--- src/rtl/gcd_controller.sv ---
// Control FSM for a subtractive GCD datapath: load A, load B, subtract the smaller operand until A==B.
// Define GCD_ITER_LIMIT_EN to add an ERROR state entered once MAX_ITER subtraction cycles are used.
module gcd_controller #(
    parameter int CNT_W    = 16,
    parameter int MAX_ITER = 1000
) (
    input  logic             clk,
    input  logic             rst,
    input  logic             start,
    input  logic             gt,
    input  logic             lt,
    input  logic             eq,
    output logic             ldA,
    output logic             ldB,
    output logic             sel1,
    output logic             sel2,
    output logic             sel_in,
    output logic             busy,
    output logic             done,
    output logic             err,
    output logic [CNT_W-1:0] iter_count,
    output logic [2:0]       dbg_state_o
);

    typedef enum logic [2:0] {
        IDLE   = 3'd0,
        LOAD_A = 3'd1,
        LOAD_B = 3'd2,
        CALC   = 3'd3,
        DONE   = 3'd4
`ifdef GCD_ITER_LIMIT_EN
        , ERROR = 3'd5
`endif
    } state_t;

    state_t           state_q, state_d;
    logic [CNT_W-1:0] cnt_q, cnt_d;
    logic [CNT_W-1:0] cnt_inc;
    logic             limit_hit;

    // Counter saturates at all-ones rather than wrapping.
    assign cnt_inc   = (cnt_q == {CNT_W{1'b1}}) ? cnt_q : cnt_q + 1'b1;
    assign limit_hit = (32'(cnt_q) == MAX_ITER);

`ifndef GCD_ITER_LIMIT_EN
    logic unused_limit_hit;
    assign unused_limit_hit = limit_hit;
`endif

    always_ff @(posedge clk or posedge rst) begin
        if (rst) begin
            state_q <= IDLE;
            cnt_q   <= '0;
        end else begin
            state_q <= state_d;
            cnt_q   <= cnt_d;
        end
    end

    always_comb begin
        state_d = state_q;
        cnt_d   = cnt_q;
        ldA     = 1'b0;
        ldB     = 1'b0;
        sel1    = 1'b0;
        sel2    = 1'b0;
        sel_in  = 1'b1;
        busy    = 1'b0;
        done    = 1'b0;
        err     = 1'b0;
        case (state_q)
            IDLE: begin
                if (start) state_d = LOAD_A;
            end
            LOAD_A: begin
                ldA     = 1'b1;
                busy    = 1'b1;
                state_d = LOAD_B;
            end
            LOAD_B: begin
                ldB     = 1'b1;
                busy    = 1'b1;
                cnt_d   = '0;
                state_d = CALC;
            end
            CALC: begin
                busy = 1'b1;
                // Priority eq > limit > gt > lt keeps malformed flags deterministic.
                if (eq) begin
                    state_d = DONE;
`ifdef GCD_ITER_LIMIT_EN
                end else if (limit_hit) begin
                    state_d = ERROR;
`endif
                end else if (gt) begin
                    ldA    = 1'b1;
                    sel2   = 1'b1;
                    sel_in = 1'b0;
                    cnt_d  = cnt_inc;
                end else if (lt) begin
                    ldB    = 1'b1;
                    sel1   = 1'b1;
                    sel_in = 1'b0;
                    cnt_d  = cnt_inc;
                end
            end
            DONE: begin
                done = 1'b1;
                if (start) state_d = LOAD_A;
            end
`ifdef GCD_ITER_LIMIT_EN
            ERROR: begin
                err  = 1'b1;
                done = 1'b1;
                if (start) state_d = LOAD_A;
            end
`endif
            default: state_d = IDLE;
        endcase
    end

    assign iter_count  = cnt_q;
    assign dbg_state_o = state_q;

endmodule

--- config.mk ---
export PLATFORM = sky130hd
export DESIGN_NAME = gcd_controller
export DESIGN_NICKNAME = d
export VERILOG_FILES = /design/src/rtl/gcd_controller.sv
export SDC_FILE = /design/constraint.sdc
export NUM_CORES = 1
export LEC_CHECK = 0
export CORE_MARGIN = 2
export CORE_UTILIZATION = 35
export CTS_BUF_LIST = sky130_fd_sc_hd__clkbuf_4 sky130_fd_sc_hd__clkbuf_8
export DETAILED_ROUTE_END_ITERATION = 6
export DONT_BUFFER_PORTS = 1
export GPL_ROUTABILITY_DRIVEN = 0
export PLACE_DENSITY = 0.52
export SLEW_MARGIN = 20
export SYNTH_ARGS = -nofsm -noshare
export SYNTH_HDL_FRONTEND = slang
export SYNTH_SLANG_ARGS = --single-unit
--- constraint.sdc ---
create_clock -name clk -period 4.3 [get_ports clk]
set_clock_uncertainty 0.15 [all_clocks]
set_input_delay 0.86 -clock clk [delete_from_list [all_inputs] [get_ports clk]]
set_output_delay 0.86 -clock clk [all_outputs]
set_load 0.01 [all_outputs]
[Yosys cells after proc, flatten, opt, wreduce, memory -nomap -nowiden]
Index checks and enable logic that the tools add are counted.
Operators by class
  $add $sub $neg: 1
  reductions and logical operators: 6
  muxes and demuxes: 23
  eq/ne operators: 9
Operators by type and width (number)
  16-bit 2-to-1 mux: 4
  16-bit one-hot mux with 2 select lines: 1
  16-bit by 1-bit adder with 16-bit output, second input constant: 1
  16-bit == test, second input constant: 1
  1-bit 2-to-1 mux: 13
  3-bit one-hot mux with 4 select lines: 1
  3-bit by 2-bit == test with 1-bit output, second input constant: 2
  3-bit 2-to-1 mux: 2
  2-bit inequality test, second input constant: 2
  1-bit one-hot mux with 2 select lines: 2
  3-bit by 1-bit == test with 1-bit output, second input constant: 1
  3-bit == test, second input constant: 1
  3-bit zero test: 1
  3-bit inequality test, second input constant: 1
  3-bit AND reduction: 1
  3-bit OR reduction: 1
  2-bit by 1-bit inequality test with 1-bit output, second input constant: 1
  2-bit AND reduction: 1
  2-bit nonzero test: 1
  2-bit OR reduction: 1
Storage, ports and cells
  output and inout bits: 27
  word-level logic and storage cells: 41
  register bits after elaboration: 19
  bits of input ports: 6

[Longest topological paths before layout]
Gate-level depths: netlist (run 1).
  depth after elaboration: 6
  depth in mapped cells: 7
  mapped depth without buffers: 6

[Least setup slack after synthesis (run 1)]
No wires, ideal clock.
  path type: input -> output
  start point: in gt
  end point: out ldB
  stages on the path: 2
  required time: 3.290 ns
  slack: 1.663 ns
  arrival time: 1.627 ns
  path buffers: 0
  cells stage by stage: nor4b_1 -> or2_2
Between the ends
  cells in the longest elaborated chain, start to end: 3
Ends and longest elaborated chain
  start, declared: line 10  | input logic gt,
  1-bit 2-to-1 mux: line 95  | end else if (gt) begin
  1-bit 2-to-1 mux: line 89  | if (eq) begin
  1-bit one-hot mux with 2 select lines: line 71  | case (state_q)
  end, declared: line 14  | output logic ldB,
Every way passes these cells.

[Worst setup path after layout (run 1)]
  start point: reg state_q[1] (netlist: dbg_state_o[1])
  end point: out ldB
Between the ends
  cells in the longest elaborated chain, start to end: 2
  elaborated cells between the ends (all ways): 3
  those cells by class: 2 x eq/ne; 1 x mux
Ends and longest elaborated chain
  start, declared: line 36  | state_t state_q, state_d;
  start signal, assigned: line 55  | state_q <= state_d;
  3-bit by 2-bit == test with 1-bit output: line 71
  1-bit one-hot mux with 2 select lines (*): line 71
Every way passes the cells marked *; elsewhere a longest branch is shown, timed or not.

==> impl_results.md, run 1 <==
- Status: completed
- Worst reg2reg path depth: 6
- Worst setup EP type: output port
- Cells after Synth: 132
- First-pass GRT wire length: 4670 um
- Crit path DAT: 2.30 ns
- Worst Setup Slack, final: 0.989 ns
- Post-Syn Area per Cell: 9.08 um2
- Final Cycle Share: 0.770
- Lkg Pwr: 0.500 nW
- Worst setup path category: reg -> out
- Die Span X: 62.5 um
- Cell Pwr Density: 473 mW/mm2
- Ant. Diodes: 0
- WP buf/inv: 0
- Post-route total power: 580 uW
- Reg-to-reg startpoint: iter_count[0]$_DFFE_PP0P_
- Post-layout util: 0.371
- Buffers on Ports: 0
- Largest net degree at the start of global routing: 20
- Share of layout cells above drive strength 1: 0.147
- Comb pwr share: 0.395
- CP max stage delay: 0.64 ns
- Switching share of total power: 0.443
- H-Tree Depth: 1
- Initial Util: 0.362
- Worst Tran Pin Value: 0.757 ns
- Register area share after synthesis: 0.397
- Post-Route WL: 2810 um
- Vias: 1011
- Setup TNS: 0 ns
- Max Cap Viol: 0
- Ys flop type: dfrtp_1
- Clock slew at reported path FFs: 0.12 ns
- RR Endpoint: iter_count[9]$_DFFE_PP0P_
- Post-synthesis register bit count: 19
- # hold bufs at CTS: 0
- Slew Viols, Final: 0
- Synth Net Count: 139
- Antenna viol nets, final: 0
- Post-Syn Area: 0.00120 mm2
- Core area: 0.00331 mm2
- HPWL after detailed placement: 2040 um
- Share of synthesized registers carrying an async set or reset: 1.00
- Critical Path Source: dbg_state_o[1]$_DFFE_PP0P_
- Worst IR Drop VDD: 0.288 mV
- RSZ-0062 raised after global routing: false
- EDFF count, synth: 0
- Drt via density: 5.78
- Drt first-iter violations: 56
- Setup repair bufs after CTS: 0
- Count of final hold-check violations: 0
- Placed cells: 171
- Router iterations before antenna repair: 6
- Yosys warns: 0
- Max Clk Rate: 302 MHz
- Critical Path Start Type: flop
- Power share of the sequential group: 0.429
- CTS Buf Count: 3
- CTS tree: built
- GRT overflow: 0
- Setup violators final: 0
- Vias in the first global route: 946
- Psw: 257 uW
- Nets: 137
- DRC Markers: 0
- DP Worst Slack: 1.31 ns
- Clk_lat worst skew: 0.31 ns
- Finished Layout Cells: 175
- Post-synth cell types: 40
- Die Area: 0.00391 mm2
- Root Buffer: clkbuf_4
- Rel. slew slack: 0.495
- Min Tclk post-route: 3.31 ns
- Slowest stage cell, crit path: nor4b_1
- Total global routing track utilization: 0.147
- # IOs: 33
- Area Overhead vs Synth: 2.40%
- Worst path cell trace: and2b_2, nand2_1, nor4b_1, or2_2
- CP required: 3.29 ns
- Worst Hold Class: in -> async
- Top delay family on crit path: simple AND/OR/NAND/NOR gates
- Clk pwr share: 0.177
- Sink Count: 19
- Resize count post-CTS: 0
- R2R setup slack: 2.17 ns
- CTS max path bufs: 2
- Initial antenna violation count: 0
- Maximum fanout along the worst path: 16
- Height of the die: 62.5 um
- Row count: 21
- DR WL/cell: 16.1 um
- Design internal power: 323 uW
-- routing by layer --
metal	track usage	up-vias	part of all wire
li1	-	486	-
met1	0.184	498	0.47
met2	0.238	25	0.45
met3	0.0613	2	0.072
met4	0.0278	0	0.0078
met5	0	-	0
-- cells by family after synthesis --
logic type                 after synthesis  share of synthesized area
and+or+nand+nor                         59                      0.303
adders and majority gates                1                     0.0104
buffers and inverters                   10                     0.0584
AOI/OAI and AO/OA                       42                      0.229
other                                    1                    0.00313
DFF                                     19                      0.397
-- how the worst max path moves through the flow --
stage / slack, ns / depth (start not counted) / endpoint
3_5_place_dp: 1.31 / 4 / ldB
5_1_grt: 0.86 / 4 / ldB
2_1_floorplan: 1.66 / 2 / ldB
3_3_place_gp: 1.35 / 4 / ldB
4_1_cts: 0.96 / 4 / ldB
6_report: 0.99 / 4 / ldB
-- worst reg2reg max path: cells and delay by family (launching register included) --
| kind | cells | cell delay, ns |
|---|---|---|
| AO/OA/AOI/OAI | 3 | 0.68 |
| adder cells (fa/ha/maj) | 1 | 0.24 |
| flip-flops | 1 | 0.48 |
| AND/OR/NAND/NOR | 2 | 0.50 |
-- power groups by stage --
stage                     logic, mW  registers (mW)  clock network (mW)
after floorplan               0.221           0.236                   0
after global placement        0.231           0.249                   0
after detailed placement      0.231           0.253                   0
after CTS                     0.232           0.250               0.106
after global routing          0.256           0.255               0.111
final                         0.229           0.249               0.103
-- final cells by class --
cell class	instances	area [um2]
fill	348	2080
sequential	19	475
multi-input combinational	103	653
inverter	3	11.3
tap	46	57.6
clock buffer	4	30.0
-- stage by stage --
| step | area (um2) | hold WS (ns) |
|---|---|---|
| 2_1_floorplan | 1200 | 0.372 |
| 3_3_place_gp | 1200 | 0.406 |
| 3_5_place_dp | 1200 | 0.410 |
| 4_1_cts | 1230 | 0.425 |
| 5_1_grt | 1230 | 0.451 |
| 6_report | 1230 | 0.408 |
-- cells in the final DEF (no fill, tap or decap) --
cell type   n
nand2_2     1
a32o_1      1
conb_1      1
or4_1       1
and2b_2     1
and4_2      2
nor2_1     12
a21oi_4     1
ha_1        1
a21oi_1     4
o41ai_1     1
and3_2      2
nand2b_4    1
nand4_1     4
nor3_1      2
nor4b_1     1
inv_2       1
and2_1      5
o21ai_1     1
dfrtp_1    19
nor3_4      1
nand2b_1    2
nand3_1    10
o41ai_2     1
nand2_4     1
o21ai_0    18
clkbuf_4    4
nand2_1     7
o31ai_1     6
inv_1       2
and3_1      2
a41oi_1     2
o21a_1      1
or2_2       2
nand4_4     1
o22ai_1     1
and4_1      1
a31oi_1     5
-- state kept, by name, summed over array words and instances (netlist names) --
signal	cells
iter_count	16
dbg_state_o	3
-- synthesized netlist by cell type (2+ instances only) --
cell type / count / area share
buf_4: 2 / 0.013
nand4_1: 4 / 0.021
nor2_1: 12 / 0.038
o31ai_1: 6 / 0.038
inv_1: 2 / 0.0063
nand2_1: 7 / 0.022
and3_1: 2 / 0.010
nor3_1: 2 / 0.0084
a31oi_1: 5 / 0.026
buf_2: 2 / 0.0084
nand3_1: 10 / 0.042
and4_2: 2 / 0.017
buf_6: 3 / 0.028
nand2b_1: 2 / 0.010
and3_2: 2 / 0.013
a21oi_1: 4 / 0.017
or2_2: 2 / 0.010
a41oi_1: 2 / 0.015
dfrtp_1: 19 / 0.40
and2_1: 5 / 0.026
o21ai_0: 18 / 0.075
Note: power is estimated with default switching activity, not from simulation.
==> run 2, diff against run 1 <==
==> constraint.sdc (replaced) <==
create_clock -name clk -period 3.05 [get_ports clk]
set_clock_uncertainty 0.15 [all_clocks]
set_input_delay 0.61 -clock clk [delete_from_list [all_inputs] [get_ports clk]]
set_output_delay 0.61 -clock clk [all_outputs]
set_load 0.01 [all_outputs]
==> run 2 against run 1 <==
  * Critical path type unchanged
  * Global-route usage is 0.92 points higher
  * Combinational power is 47% higher
  * Non-clock buffer count grew 1
  * Register-to-register slack lost 1.3 ns
  * Sequential share of layout area down 0.16 points
==> impl_results.md, run 2 (synthesis results as in run 1) <==
- Core area: 0.00331 mm2 (unchanged)
- Initial antenna violation count: 0 (unchanged)
- Worst Tran Pin Value: 0.748 ns (-0.00906 ns)
- Slew Viols, Final: 0 (unchanged)
- Die Span X: 62.5 um (unchanged)
- Nets: 138 (+0.73%)
- Worst reg2reg path depth: 6 (unchanged)
- HPWL after detailed placement: 2010 um (-1.1%)
- RSZ-0062 raised after global routing: false
- Rel. slew slack: 0.501 (+0.00605)
- Final Cycle Share: 0.894
- Most frequent cells in the layout: dfrtp_1 (19), o21ai_0 (18), nor2_1 (12)
- Sink Count: 19 (unchanged)
- Max Cap Viol: 0 (unchanged)
- Drt via density: 5.75 (-0.47%)
- Largest net degree at the start of global routing: 20 (unchanged)
- Worst Setup Slack, final: 0.325 ns (-0.664 ns)
- Top delay family on crit path: simple AND/OR/NAND/NOR gates
- Height of the die: 62.5 um (unchanged)
- Row count: 21 (unchanged)
- First-pass GRT wire length: 4870 um (+4.3%)
- Area Overhead vs Synth: 2.82%
- # hold bufs at CTS: 0 (unchanged)
- Setup repair bufs after CTS: 0 (unchanged)
- Largest register FFs: 16 (unchanged)
- Buffers on Ports: 0 (unchanged)
- Share of layout cells above drive strength 1: 0.154 (+0.00656)
- Antenna viol nets, final: 0 (unchanged)
- Worst setup path category: reg -> out
- Drt first-iter violations: 42 (-25%)
- Die Area: 0.00391 mm2 (unchanged)
- DP Worst Slack: 0.640 ns (-0.670 ns)
- Setup violators final: 0 (unchanged)
- CTS max path bufs: 2 (unchanged)
- Post-Route WL: 2840 um (+1.1%)
- CP required: 2.29 ns (-1.00 ns)
- Maximum fanout along the worst path: 7 (-9)
- Slowest stage cell, crit path: nor4b_1
- Worst setup EP type: output port
- CP max stage delay: 0.56 ns (-0.08 ns)
- Ant. Diodes: 0 (unchanged)
- Initial Util: 0.362 (unchanged)
- Clock slew at reported path FFs: 0.12 ns (about the same)
- Multi-input gate area: 653 um2 (unchanged)
- Min Tclk post-route: 2.73 ns
- DR WL/cell: 16.1 um (+0.56%)
- Cell depth of the worst setup path: 4 (unchanged)
- Worst IR Drop VDD: 0.536 mV (+86%)
- Resize count post-CTS: 0 (unchanged)
- CTS tree: built
- Router iterations before antenna repair: 4 (-2)
- GRT overflow: 0 (unchanged)
- Vias in the first global route: 989 (+4.5%)
- Setup TNS: 0 ns (unchanged)
- Crit path DAT: 1.97 ns (-0.33 ns)
- Root Buffer: clkbuf_4
- DRC Markers: 0 (unchanged)
- Count of final hold-check violations: 0 (unchanged)
- Worst Hold Class: in -> async
- Clk_lat worst skew: 0.31 ns (about the same)
- Cell Pwr Density: 667 mW/mm2 (+41%)
- CTS Buf Count: 3 (unchanged)
- H-Tree Depth: 1 (unchanged)
- Fillers: 333 (-4.3%)
- WP buf/inv: 0 (unchanged)
- Lkg Pwr: 0.504 nW (+0.76%)
- Critical Path Start Type: flop
- Post-layout util: 0.372 (+0.00151)
- Vias: 1012 (+0.099%)
- # IOs: 33 (unchanged)
- Status: completed
- Total global routing track utilization: 0.156 (+0.00919)
- FF+latch area: 475 um2 (unchanged)
- Commonest non-fill, non-tap cell in the layout: dfrtp_1
- Worst path cell trace: and2b_2, nand2_1, nor4b_1, or2_2
- Max Clk Rate: 367 MHz
[run 2: cell types whose count changed in the layout (fill, tap and decap cells not counted), sizes merged]
cell    delta
clkbuf     -1
clkinv     +1
buf        +1
[run 2: per-layer routing]
metal,up-vias,GRT usage,wire length (um)
li1,484,-,-
met5,-,0,0
met2,33,0.249,1360
met4,0,0.0500,26
met1,491,0.193,1230
met3,4,0.0613,226
[run 2: power breakdown]
part	switching, mW	internal, mW	leakage, nW
combinational	0.214	0.123	0.227
sequential	0.0688	0.281	0.259
clock	0.0869	0.0490	0.0177
[run 2: per-stage QoR]
step	std cells	total power [mW]	cell area [um2]	hold slack, ns
floorplan	132	0.644	1200	0.372
global placement	172	0.694	1200	0.401
detailed placement	172	0.697	1200	0.429
CTS	176	0.832	1230	0.183
global route	176	0.894	1230	0.209
finish	176	0.823	1230	0.149
[run 2: worst paths after layout]
| kind | start | endpoint | slack [ns] |
|---|---|---|---|
| hold reg to reg | iter_count[14]$_DFFE_PP0P_ | iter_count[14]$_DFFE_PP0P_ | 0.44 |
| setup / recovery | dbg_state_o[1]$_DFFE_PP0P_ | ldB | 0.32 |
| max in group asynchronous | rst | iter_count[6]$_DFFE_PP0P_ | 2.13 |
| hold / removal | rst | iter_count[10]$_DFFE_PP0P_ | 0.15 |
| min in group clk | eq | dbg_state_o[0]$_DFFE_PP0P_ | 0.25 |
| setup reg to reg | iter_count[0]$_DFFE_PP0P_ | iter_count[11]$_DFFE_PP0P_ | 0.91 |
[run 2: final cells by class]
class / instances / share of cell area
tap: 46 / 0.0467
clock inverter: 1 / 0.00406
sequential: 19 / 0.386
multi-input combinational: 103 / 0.530
inverter: 3 / 0.00914
timing repair buffer: 1 / 0.00609
clock buffer: 3 / 0.0183
